File: config.mk
export PLATFORM = sky130hd
export DESIGN_NAME = sdram_arb
export DESIGN_NICKNAME = d
export VERILOG_FILES = /design/src/rtl/sdram_arb_pkg.sv /design/src/rtl/sdram_arb_pick.sv /design/src/rtl/sdram_arb.sv
export SDC_FILE = /design/constraint.sdc
export NUM_CORES = 1
export LEC_CHECK = 0
export BUFFER_PORTS_ARGS = -buffer_cell sky130_fd_sc_hd__buf_2
export CAP_MARGIN = 20
export CORE_ASPECT_RATIO = 1.1
export CORE_MARGIN = 2
export CORE_UTILIZATION = 30
export DETAILED_ROUTE_END_ITERATION = 8
export GPL_TIMING_DRIVEN = 0
export SYNTH_ARGS = -nofsm -noshare
export SYNTH_HDL_FRONTEND = slang
export SYNTH_SLANG_ARGS = --single-unit
File: constraint.sdc
create_clock -name clk_ram -period 1.8 [get_ports clk_ram]
set_clock_uncertainty 0.15 [all_clocks]
set_input_delay 0.36 -clock clk_ram [delete_from_list [all_inputs] [get_ports clk_ram]]
set_output_delay 0.36 -clock clk_ram [all_outputs]
set_load 0.05 [all_outputs]
File: src/rtl/sdram_arb_pkg.sv
// sdram_arb_pkg: shared state encoding and requester indices for the SDRAM arbiter.
package sdram_arb_pkg;
    localparam int NPORTS     = 3;
    localparam int PORT_IOCTL = 0;
    localparam int PORT_CPU   = 1;
    localparam int PORT_VID   = 2;
    typedef enum logic [1:0] {IDLE, BUSY, ACK} state_t;
endpackage

File: src/rtl/sdram_arb_pick.sv
// sdram_arb_pick: combinational grant decision; the loader always wins, CPU/video alternate.
module sdram_arb_pick
    import sdram_arb_pkg::*;
(
    input  logic [NPORTS-1:0] req,
    input  logic              rr,
    output logic [1:0]        gnt,
    output logic              valid
);
    // rr = 1 means the video port is preferred when CPU and video both ask
    always_comb begin
        valid = |req;
        gnt   = req[PORT_IOCTL]             ? 2'(PORT_IOCTL) :
                (req[PORT_CPU] && req[PORT_VID]) ? (rr ? 2'(PORT_VID) : 2'(PORT_CPU)) :
                req[PORT_CPU]               ? 2'(PORT_CPU) :
                req[PORT_VID]               ? 2'(PORT_VID) : 2'(PORT_IOCTL);
    end
endmodule

File: src/rtl/sdram_arb.sv
// sdram_arb: three-requester arbiter in front of a single SDRAM controller port.
// Optional BUSY watchdog enabled by defining SDRAM_ARB_WDOG_EN.
module sdram_arb
    import sdram_arb_pkg::*;
#(
    parameter int ADDR_W      = 25,
    parameter int TIMEOUT_CYC = 64
) (
    input  logic                       clk_ram,
    input  logic                       reset_n,
    input  logic [NPORTS-1:0]          p_req,
    input  logic [NPORTS-1:0]          p_we,
    input  logic [NPORTS*ADDR_W-1:0]   p_addr,
    input  logic [NPORTS*16-1:0]       p_wdata,
    input  logic [NPORTS*2-1:0]        p_be,
    output logic [NPORTS-1:0]          p_ack,
    output logic [15:0]                p_rdata,
    output logic                       ctl_req,
    output logic                       ctl_we,
    output logic [ADDR_W-1:0]          ctl_addr,
    output logic [15:0]                ctl_wdata,
    output logic [1:0]                 ctl_be,
    input  logic                       ctl_ack,
    input  logic [15:0]                ctl_rdata,
    output logic                       err
);
    state_t            state;
    logic [1:0]        gnt, gnt_q;
    logic              valid, rr;
    logic [ADDR_W-1:0] sel_addr;

    if (TIMEOUT_CYC < 1) begin : g_bad_timeout
        $error("sdram_arb: TIMEOUT_CYC must be at least 1");
    end

    sdram_arb_pick u_pick (.req(p_req), .rr(rr), .gnt(gnt), .valid(valid));

    assign sel_addr = p_addr[gnt*ADDR_W +: ADDR_W];

`ifdef SDRAM_ARB_WDOG_EN
    localparam int CW = $clog2(TIMEOUT_CYC + 1);
    logic [CW-1:0] cnt;
`else
    assign err = 1'b0;
`endif

    always_ff @(posedge clk_ram or negedge reset_n) begin
        if (!reset_n) begin
            state     <= IDLE;
            gnt_q     <= '0;
            rr        <= 1'b0;
            p_ack     <= '0;
            p_rdata   <= '0;
            ctl_req   <= 1'b0;
            ctl_we    <= 1'b0;
            ctl_addr  <= '0;
            ctl_wdata <= '0;
            ctl_be    <= '0;
`ifdef SDRAM_ARB_WDOG_EN
            cnt       <= '0;
            err       <= 1'b0;
`endif
        end else begin
            p_ack <= '0;
`ifdef SDRAM_ARB_WDOG_EN
            err   <= 1'b0;
`endif
            case (state)
                IDLE: if (valid) begin
                    gnt_q     <= gnt;
                    ctl_req   <= 1'b1;
                    ctl_we    <= p_we[gnt];
                    ctl_addr  <= sel_addr & ~ADDR_W'(1);
                    ctl_wdata <= p_wdata[gnt*16 +: 16];
                    ctl_be    <= p_be[gnt*2 +: 2];
                    if (gnt != 2'(PORT_IOCTL)) rr <= (gnt == 2'(PORT_CPU));
`ifdef SDRAM_ARB_WDOG_EN
                    cnt       <= '0;
`endif
                    state     <= BUSY;
                end
                BUSY: begin
                    if (ctl_ack) begin
                        ctl_req       <= 1'b0;
                        p_rdata       <= ctl_rdata;
                        p_ack[gnt_q]  <= 1'b1;
                        state         <= ACK;
                    end
`ifdef SDRAM_ARB_WDOG_EN
                    else if (cnt == CW'(TIMEOUT_CYC - 1)) begin
                        ctl_req       <= 1'b0;
                        p_rdata       <= 16'hDEAD;
                        p_ack[gnt_q]  <= 1'b1;
                        err           <= 1'b1;
                        state         <= ACK;
                    end else cnt <= cnt + 1'b1;
`endif
                end
                ACK:     state <= IDLE;
                default: state <= IDLE;
            endcase
        end
    end
endmodule

== Word level (Yosys, flattened, before mapping) ==
Index checks and enable logic that the tools add are counted.

* Register bits after elaboration: 68
* Bits of input ports: 154
* Logic and storage cells: 49

* $mul: 1
* Magnitude comparators: 3
* Equal/unequal tests: 4
* Shift operators: 3
* Multiplexer cells: 17
* Reductions and logical operators: 11

{| class="wikitable"
|+ Operators with widths
! cell !! count
|-
| 75-bit by 8-bit variable part select with 25-bit output || 1
|-
| 48-bit by 7-bit variable part select with 16-bit output || 1
|-
| 2-bit two-way mux || 7
|-
| 2-bit by 5-bit multiplier with 7-bit output, second input constant || 1
|-
| 2-bit by 3-bit less-than comparator with 1-bit output, second input constant || 2
|-
| 3-bit two-way mux || 2
|-
| 2-bit AND reduction || 3
|-
| 3-bit AND reduction || 2
|-
| 6-bit by 4-bit variable part select with 2-bit output || 1
|-
| 2-bit by 1-bit == test with 1-bit output, second input constant || 2
|-
| 1-bit two-way mux || 4
|-
| 2-bit one-hot mux with 2 select lines || 1
|-
| 2-bit nonzero test || 2
|-
| 3-bit OR reduction || 1
|-
| 1-bit binary-select mux with 2-bit select || 1
|-
| 1-bit demux with 2-bit select || 1
|-
| 2-bit by 1-bit >= comparator with 1-bit output, second input constant || 1
|-
| 1-bit logical AND || 2
|-
| 2-bit logical NOT || 1
|-
| 2-bit by 1-bit inequality test with 1-bit output, second input constant || 1
|-
| 2-bit inequality test, second input constant || 1
|-
| 1-bit one-hot mux with 2 select lines || 1
|}

== Longest topological paths before layout ==
* Depth after elaboration: 6
* Gate-level depth with buffers: 6

== Modules after synthesis ==
Synthesis repeated with hierarchy kept, for this count alone.

* Cell total of the unflattened synthesis: 350
* Area total of the unflattened synthesis: 3718.6 um2

{| class="wikitable"
|+ Modules (own cells, without submodules)
! module !! times used !! cells each !! area an instance (um2)
|-
| sdram_arb || 1 || 345 || 3687.3
|-
| sdram_arb_pick || 1 || 5 || 31.3
|}

== Worst setup path after synthesis ==
Ideal clock, no wire load.

* Path type: input to register
* Start point: in p_req[1]
* End point: reg state[0]
* Setup time: 0.124 ns
* Data arrival time: 1.354 ns
* Data required time: 1.526 ns
* Setup slack: 0.171 ns
* Cell stages on the path: 5
* Cells stage by stage: or3_1 -> buf_2 -> and2_4 -> buf_6 -> or2_1

* Cells in the longest elaborated chain, start to end: 3

{| class="wikitable"
|+ RTL lines
! item !! RTL line !! RTL
|-
| start: declaration || sdram_arb.sv:11 || <nowiki>input logic [NPORTS-1:0] p_req,</nowiki>
|-
| 3-bit OR reduction || sdram_arb_pick.sv:12 || <nowiki>valid = |req;</nowiki>
|-
| 2-bit by 1-bit inequality test with 1-bit output (no line) || -- ||
|-
| 2-bit AND reduction (no line) || -- ||
|-
| end signal: assignment || sdram_arb.sv:49 || <nowiki>state <= IDLE;</nowiki>
|-
| end signal: assignment || sdram_arb.sv:80 || <nowiki>state <= BUSY;</nowiki>
|-
| end signal: assignment || sdram_arb.sv:87 || <nowiki>state <= ACK;</nowiki>
|-
| end: declaration || sdram_arb.sv:27 || <nowiki>state_t state;</nowiki>
|}

Every way passes these cells.
A chain may end at the register's enable or synchronous reset.

== Worst setup path after layout ==
* Start point: in p_req[2]
* End point: reg ctl_we

* Cells in the longest elaborated chain, start to end: 6
* Elaborated cells between the ends (all ways): 9
* Classes of those cells: mux (6); reduce/logical (3)

{| class="wikitable"
|+ RTL lines
! item !! RTL line !! RTL
|-
| 2-bit two-way mux || sdram_arb_pick.sv:16 || <nowiki>req[PORT_VID] ? 2'(PORT_VID) : 2'(PORT_IOCTL);</nowiki>
|-
| 2-bit two-way mux || sdram_arb_pick.sv:15 || <nowiki>req[PORT_CPU] ? 2'(PORT_CPU) :</nowiki>
|-
| 2-bit two-way mux || sdram_arb_pick.sv:14 || <nowiki>(req[PORT_CPU] && req[PORT_VID]) ? (rr ? 2'(PORT_VID) : 2'(PORT_CPU)) :</nowiki>
|-
| 2-bit two-way mux || sdram_arb_pick.sv:13 || <nowiki>gnt = req[PORT_IOCTL] ? 2'(PORT_IOCTL) :</nowiki>
|-
| 1-bit binary-select mux with 2-bit select || sdram_arb.sv:72 || <nowiki>ctl_we <= p_we[gnt];</nowiki>
|-
| 1-bit two-way mux (not written as such) || sdram_arb.sv:72 ||
|-
| end signal: assignment || sdram_arb.sv:72 ||
|-
| end: declaration || sdram_arb.sv:19 || <nowiki>output logic ctl_we,</nowiki>
|}

Parallel ways exist; a longest one is shown, timed or not. The select of a mux whose other input is x is not followed.

==> flow_summary.ini <==
[cells_and_area]
syn_to_final_growth_pct = 40.5
drive_gt1_share_pct = 42.8
diodes = 0
final_area_um2 = 5940
fin_nets = 810

[clocking]
clk_latency_ps = 330
clk_path_buf_depth = 2
tritoncts = done
clkSinkCount = 68
cts-buffers-inserted = 9
clkTransAtPathRegs_ps = 60
h-tree-depth = 3
root_buffer = clkbuf_16

[critical_path]
r2r_slack_ps = 70
max_stage_delay_ps = 460
worst-path-buf-inv = 3
required_ps = 1900
worst-r2r-cell-count = 5
path_common_cell = buf_2
crit_family = buffers and inverters
crit_fanout = 10
critical_path.reg2reg.endpoint = ctl_addr[5]
critPathArrivalTime_ps = 1870
crit_chain = buf_2 > buf_2 > nor2_2 > clkbuf_1 > a32oi_1 > a31oi_1
worst_setup_path_end_kind = register
crit_path_start_kind = input pin
worstSetupPathType = in -> reg
crit_slowest_cell = clkbuf_1
cp.depth = 6
r2r_start = rr

[logic_synthesis]
yosys_warnings = 0
ys_ff_latch = 68
synth-async-reset-ratio_pct = 100
synthDistinctLibCells = 28
synth_area_um2 = 4230
seq_area_frac_synth_pct = 40.3
syn_avg_cell_area_um2 = 9.85
synth-edff-count = 0
ys.flop_type = dfrtp_1
syn_inst = 429

[run_status]
status = finished clean

[detailed_routing]
drt_iter0_markers = 446
remaining_drc_errors = 0
dr_wl_met2_mm = 8.28
wl_per_cell_um = 19.9
ant_nets = 0
num_vias = 4881
routed-wl-met3_mm = 1.21
firstDrtPassIters = 5
viasPerCell = 5.75
finalWirelength_mm = 16.9
top_layer = met4
met1_length_mm = 7.14

[place]
place_area_um2 = 5560
routabilityCongestion = 0.831
place_hpwl_mm = 12.2
numPortBuffers = 213

[die]
initial_core_util_pct = 30.6
die_w_um = 117
dieArea_um2 = 15100
num_rows = 45
core_um2 = 13800
dieHeight_um = 128
ios = 219

[timing]
rsz0062_at_grt = false
finalMaxSlewViolations = 0
fmax_mhz = 564
tightest_slew_ps = 604
period_minus_slack_ps = 1770
relSlewSlack_pct = 59.7
hold_violations = 0
setup_viol = 0
fin_crit_sh_pct = 98.5

[power]
p_leak_nw = 2.68
ir_drop_v = 0.000882
total_power_mw = 10.3
power.density_nw_per_um2 = 1730

[worst_hold_path]
worstHoldPathType = in -> reg
whs_endpoint = p_rdata[7]
whs_path_depth = 2
hp-start = ctl_rdata[7]

[flow_run]
maxCapViolations = 0

[grt]
grt_overflow = 0
grt_pass1_vias = 4932
grtUsageTotal_pct = 21.9
grt_antenna_before_repair = 0
grt_start_max_net_pins = 45
grt_pass1_wl_mm = 25.7
-- cell type report --
class                           instances  area (µm²)
Multi-Input combinational cell        296        2270
Fill cell                            1418        7860
Inverter                                5        18.8
Sequential cell                        68        1700
Timing Repair Buffer                  215        1110
Clock buffer                            9         225
Tap cell                              188         235
Buffer                                 61         300
Clock inverter                          7        82.6
-- worst reg2reg max path, stage by stage, from the launching register on --
cell,delay (ps)
dfrtp_1,370
clkbuf_4,210
buf_2,220
and4b_1,210
a311oi_1,310
a31oi_1,130
-- metal layers --
| layer | up-vias | GRT usage [%] |
|---|---|---|
| met4 | 0 | 7.68 |
| met5 | - | 0 |
| met3 | 27 | 4.85 |
| met1 | 2393 | 27.6 |
| met2 | 248 | 36.6 |
| li1 | 2213 | - |
-- cell usage in the layout, fill, tap and decap left out, types with 4 or more instances in the layout --
cell and n:
buf_2 223, dfrtp_1 68, a31oi_1 44, and4b_1 43, and2_1 43, a32oi_1 43
a21oi_1 43, a311oi_1 41, clkbuf_1 29, mux2_2 16, clkbuf_2 13, clkbuf_16 9
inv_1 5, clkinv_4 4
-- repair_timing --
| item | 4_1_cts | 5_1_grt |
|---|---|---|
| hold buffers | 1 | 0 |
| buffers inserted | 0 | 0 |
| resized for setup | 13 | 43 |
| pin swaps | 0 | 0 |
| endpoints found under the setup margin | 45 | 42 |
| endpoints found under the hold margin | 24 | 0 |
-- worst max-delay path by stage --
stage,start,end,slack [ps]
2_1_floorplan,p_req[1],state[0],170
3_3_place_gp,rr,ctl_addr[1],-550
3_5_place_dp,rr,ctl_addr[5],-600
4_1_cts,p_req[0],ctl_wdata[11],-30
5_1_grt,rr,ctl_wdata[12],5
6_report,p_req[2],ctl_we,30
-- state kept, by name (all words and copies together) (netlist names), 2 cells and up --
signal,cells
ctl_addr,24
ctl_be,2
ctl_wdata,16
gnt_q,2
p_ack,3
p_rdata,16
state,2
-- through the flow --
| step | setup TNS, ps | setup WS [ps] | cells | hold slack, ps | util, % |
|---|---|---|---|---|---|
| floorplan | 0 | 171 | 430 | -85.6 | - |
| global placement | -37020 | -553 | 831 | 295 | 40.1 |
| detailed placement | -21840 | -600 | 832 | 160 | 40.3 |
| CTS | -98.1 | -32.9 | 849 | 94.9 | 42.8 |
| global route | 0 | 4.72 | 849 | 99.6 | 43.1 |
| finish | 0 | 26.1 | 849 | 109 | 43.1 |
-- power breakdown --
part	total, mW	internal, mW	switching [mW]	leakage, nW
registers	2.68	2.28	0.401	0.778
clock network	1.85	1.09	0.760	0.151
logic	5.77	1.55	4.22	1.75
-- Yosys cell counts, types with 2 or more instances --
cell type,instances,area (µm²)
a21oi_1,43,215
a311oi_1,43,377
a31oi_1,44,275
a32oi_1,43,377
and2_1,43,269
and4b_1,43,430
buf_2,3,15.0
buf_4,2,15.0
buf_6,3,33.8
clkbuf_1,53,199
dfrtp_1,68,1700
inv_1,5,18.8
mux2_2,16,180
nor2_1,2,7.51
nor2b_1,2,12.5
nor3_1,3,15.0
o21ai_0,2,10.0
-- kinds of logic (layout without fill, tap and decap cells) --
family,after synthesis,after routing,synth area share (%)
multiplexers,16,16,4.26
AO/OA/AOI/OAI,178,178,30.3
AND/OR/NAND/NOR,100,100,18.5
other,1,2,0.0887
buffers and inverters,66,297,6.66
flip-flops,68,68,40.3
(Power assumes the default switching activity.)
